### config.mk
export PLATFORM = sky130hd
export DESIGN_NAME = layer_output_deserializer
export DESIGN_NICKNAME = d
export VERILOG_FILES = /design/src/rtl/layer_output_deserializer.sv
export SDC_FILE = /design/constraint.sdc
export NUM_CORES = 1
export LEC_CHECK = 0
export ABC_CLOCK_PERIOD_IN_PS = 3700
export CORE_MARGIN = 5
export CORE_UTILIZATION = 45
export CTS_CLUSTER_DIAMETER = 150
export DETAILED_ROUTE_END_ITERATION = 12
export DONT_BUFFER_PORTS = 1
export GPL_TIMING_DRIVEN = 1
export PLACE_DENSITY = 0.7
export SETUP_SLACK_MARGIN = 0.05
export SLEW_MARGIN = 20
export SYNTH_ARGS = -nofsm -noshare
export SYNTH_HDL_FRONTEND = slang
export SYNTH_SLANG_ARGS = --single-unit
export TNS_END_PERCENT = 50
### constraint.sdc
create_clock -name clk -period 3.7 [get_ports clk]
set_input_delay 0.74 -clock clk [delete_from_list [all_inputs] [get_ports clk]]
set_output_delay 0.74 -clock clk [all_outputs]
set_load 0.02 [all_outputs]
### src/rtl/layer_output_deserializer.sv
// Assembles a stream of dataWidth-bit words into numWords-wide parallel frames.
// Two-deep: an assembly register feeds an output register, so collection can overlap delivery.
module layer_output_deserializer #(
    parameter int numWords = 16,
    parameter int dataWidth = 16,
    localparam int cntWidth = $clog2(numWords),
    localparam int frameWidth = dataWidth * numWords
) (
    input  logic                  clk,
    input  logic                  reset,
    input  logic [dataWidth-1:0]  serialIn,
    input  logic                  serialValid,
    input  logic                  serialLast,
    output logic                  serialReady,
    output logic [frameWidth-1:0] parallelOut,
    output logic                  parallelValid,
    input  logic                  parallelReady,
    output logic                  frameError
);

    typedef enum logic {COLLECT, HOLD} stateE;

    stateE                 state;
    stateE                 stateNext;
    logic [cntWidth-1:0]   wordIdx;
    logic [frameWidth-1:0] asmReg;
    logic [frameWidth-1:0] outReg;
    logic [frameWidth-1:0] merged;
    logic [frameWidth-1:0] loadData;
    logic                  pValid;
    logic                  errReg;
    logic                  started;
    logic                  accept;
    logic                  lastIdx;
    logic                  outFree;
    logic                  load;

    assign accept  = serialValid && serialReady;
    assign lastIdx = (wordIdx == cntWidth'(numWords - 1));
    assign outFree = !pValid || parallelReady;

    // Current word merged into its slot so a completing frame can bypass assembly.
    always_comb begin
        merged = asmReg;
        merged[wordIdx*dataWidth +: dataWidth] = serialIn;
    end

    assign load = (accept && lastIdx && outFree)
               || (state == HOLD && outFree);
    assign loadData = (state == HOLD) ? asmReg : merged;

    always_ff @(posedge clk or negedge reset) begin
        if (!reset) begin
            state <= COLLECT;
        end else begin
            state <= stateNext;
        end
    end

    always_comb begin
        stateNext = state;
        unique case (state)
            COLLECT: begin
                if (accept && lastIdx && !outFree) begin
                    stateNext = HOLD;
                end
            end
            HOLD: begin
                if (outFree) begin
                    stateNext = COLLECT;
                end
            end
            default: stateNext = COLLECT;
        endcase
    end

    always_comb begin
        serialReady   = started && (state == COLLECT);
        parallelOut   = outReg;
        parallelValid = pValid;
        frameError    = errReg;
    end

    always_ff @(posedge clk or negedge reset) begin
        if (!reset) begin
            started <= 1'b0;
            wordIdx <= '0;
            asmReg  <= '0;
            outReg  <= '0;
            pValid  <= 1'b0;
            errReg  <= 1'b0;
        end else begin
            started <= 1'b1;
            errReg  <= 1'b0;
            if (accept) begin
                asmReg <= merged;
                if (lastIdx) begin
                    wordIdx <= '0;
                    errReg  <= !serialLast;
                end else if (serialLast) begin
                    // Early last: drop the partial frame and restart at slot 0.
                    wordIdx <= '0;
                    errReg  <= 1'b1;
                end else begin
                    wordIdx <= wordIdx + cntWidth'(1);
                end
            end
            if (load) begin
                outReg <= loadData;
                pValid <= 1'b1;
            end else if (pValid && parallelReady) begin
                pValid <= 1'b0;
            end
        end
    end

endmodule

==> metrics.md <==
| Metric | Value |
|---|---|
| Final setup vio count | 0 |
| Slew HR | 0.1003 |
| Fin crit period | 3.285 ns |
| Post-Syn Instances | 2057 |
| Setup TNS | 0 ns |
| Final Cell Area | 25660 sq um |
| Seq/Total Area, Yosys | 0.5539 |
| Layout cell share with drive strength beyond 1 | 0.2042 |
| Cell Area, Synth | 23490 sq um |
| Critical Path, Cell by Cell | inv_1 -> ha_1 -> buf_4 -> nor4bb_1 -> nand3_2 -> mux2i_1 -> a21oi_1 |
| Static Leak | 0.01223 uW |
| PostCTS Resize Cnt | 0 |
| Vias in the first global route | 16290 |
| Top-area cell type share of the netlist area | 0.5539 |
| Most used DFF post-synth | dfrtp_1 |
| Count leader, synth | dfrtp_1 |
| Worst setup EP type | flop |
| Initial Util | 0.4561 |
| HPWL after DPL | 42.89 mm |
| Clock sinks | 520 |
| Status | complete, but fails checks |
| Layout area overhead | 9.224% |
| WL final | 69.05 mm |
| Syn_nets | 2081 |
| Startpoint types | flop |
| Final Cycle Share | 0.8878 |
| Post-Route Utilization | 0.4982 |
| Cell taking the most area after synthesis | dfrtp_1 |
| First-pass GRT wire length | 105.3 mm |
| DR WL/cell | 26.10 um |
| Core area | 51510 sq um |
| DRC viols | 0 |
| RSZ-0062 raised after global routing | false |
| CP required | 4.16 ns |
| Skew-Pair Late Insertion Delay | 0.60 ns |
| Bufs and invs on worst path | 2 |
| Failing checks | hold timing |
| Syn_area_per_cell | 11.42 sq um |
| Initial antenna violation count | 3 |
| Placed cell area | 23810 sq um |
| FFs w/ async S/R, synth | 1.000 |
| Drt first-iter violations | 1243 |
| Die area | 56880 sq um |
| Critical path's top delay family | simple AND/OR/NAND/NOR gates |
| Worst slew pin tran | 1.350 ns |
| Via/cell ratio | 6.229 |
| Vias post-DR | 16477 |
| Final GP Congestion | 0.8280 |
| Total track usage | 0.2365 |
| Final hold slack | -0.1598 ns |
| Hold/Removal Path Class | in -> async |
| # H-tree levels | 2 |
| Max Freq | 304.4 MHz |
| # Max-Cap Violations | 0 |
| Maximum net fanout on the critical path | 18 |
| VDD IR max | 0.3943 mV |
| Row Count | 83 |
| Root Buffer | clkbuf_16 |
| Post-CTS setup buffer count | 0 |
| IO Count | 280 |
| Final Hold Fails | 48 |
| Most frequent cells after synthesis | dfrtp_1 (520), a21oi_1 (417), mux2_2 (232) |
| Die Height | 238.5 um |
| Final #Nets | 1952 |
| DR pass1 iterations | 7 |
| CP Class | reg -> reg |
| Placed cell count | 2550 |
| Input/output buffers | 0 |
| Gr ovfl total | 0 |
| Worst EP arrival | 3.75 ns |
| Overall Power | 17110 uW |
| Maximum clock insertion buffer count | 3 |
| Slowest cell delay on critical path | 0.65 ns |
| Synth Register Bits | 520 |
| Final slew viol count | 0 |
| CTS buffer count | 55 |
| Largest net degree at the start of global routing | 521 |
| Finished Layout Cells | 2645 |
| Clock skew | 0.02216 ns |
| Synthesis warning total | 0 |
| Clock slew at reported path FFs | 0.06 ns |
| Synth area leaders | dfrtp_1 (55%), mux2_2 (11%), a21oi_1 (8.9%) |
| Synth cell types | 62 |
| EDFF count, synth | 0 |
| CP max-delay cell | nand3_2 |
| Post-route ant nets | 0 |
| Die boundary width | 238.5 um |
| TritonCTS clock tree | done |
| Power Density | 666.8 nW/um^2 |
## registers in the layout (all words and copies together) (netlist names)
register       flops
asmReg           256
parallelValid      1
state              1
frameError         1
started            1
parallelOut      256
wordIdx            4
## report_power, final
part	total, uW	switching [uW]	internal [uW]	leakage [uW]
registers	8260	1530	6730	0.00715
logic	3220	2010	1210	0.00419
clock network	5630	2310	3320	0.000891
total	17100	5850	11300	0.0122
## metal layers
layer | track usage | up-vias | wire length, um
li1 | - | 7231 | -
met1 | 0.3090 | 8490 | 27610
met2 | 0.3676 | 635 | 31920
met3 | 0.08537 | 121 | 6732
met4 | 0.08261 | 0 | 2788
met5 | 0 | - | 0
## path summary, 6_finish.rpt
kind                       cells after the start        start  slack (ns)                to
min in group clk                               1   serialLast        0.25        wordIdx[2]
hold / removal                                 0        reset       -0.16  parallelOut[237]
setup reg to reg                               7   wordIdx[1]        0.42   parallelOut[27]
setup / recovery                               7   wordIdx[1]        0.42   parallelOut[27]
hold reg to reg                                1  asmReg[126]        0.48       asmReg[126]
max in group asynchronous                      0        reset        2.77       asmReg[152]
## cell usage in the layout (no fill, tap or decap), types with 3 or more instances in the layout
| master | count |
|---|---|
| nand2_1 | 14 |
| nand3_1 | 100 |
| mux2i_1 | 161 |
| mux2_2 | 232 |
| nor2_1 | 9 |
| nand2b_1 | 4 |
| buf_12 | 6 |
| clkbuf_1 | 5 |
| inv_1 | 3 |
| and3_1 | 51 |
| and4_1 | 13 |
| clkinv_2 | 12 |
| buf_4 | 34 |
| and2_1 | 16 |
| o21ai_0 | 99 |
| bufinv_16 | 7 |
| clkbuf_16 | 55 |
| a21oi_1 | 417 |
| a21o_1 | 16 |
| clkinvlp_4 | 4 |
| nand3_2 | 4 |
| mux2_4 | 10 |
| nor3_1 | 5 |
| nor2b_1 | 5 |
| dfrtp_1 | 520 |
| nor4b_1 | 3 |
| a31oi_1 | 97 |
| clkbuf_8 | 6 |
| ha_1 | 3 |
## cell type report
cell class / count / area, sq um
clock buffers: 66 / 1478
clock inverters: 27 / 335.3
fillers: 4518 / 25850
flip-flops and latches: 520 / 13010
well taps: 680 / 850.8
multi-input cells: 1307 / 9568
inverters: 3 / 11.26
diodes: 1 / 2.502
repair buffers: 41 / 402.9
## cells by family after synthesis
kind of cell / count (synthesis) / share of synthesized area
simple gates: 246 / 0.06338
mux: 404 / 0.1867
other cells: 1 / 0.0001596
xor+xnor: 3 / 0.001119
buf+inv: 230 / 0.04186
compound gates: 650 / 0.1514
fa+ha+maj: 3 / 0.001598
flops: 520 / 0.5539
## per-stage QoR
step / worst slack [ns] / hold slack [ns]
2_1_floorplan: 0.7690 / 0.4444
3_3_place_gp: 0.5773 / 0.4606
3_5_place_dp: 0.4201 / 0.4592
4_1_cts: 0.4178 / -0.1906
5_1_grt: 0.1045 / -0.1857
6_report: 0.4150 / -0.1598
Note: power is estimated with default switching activity, not from simulation.
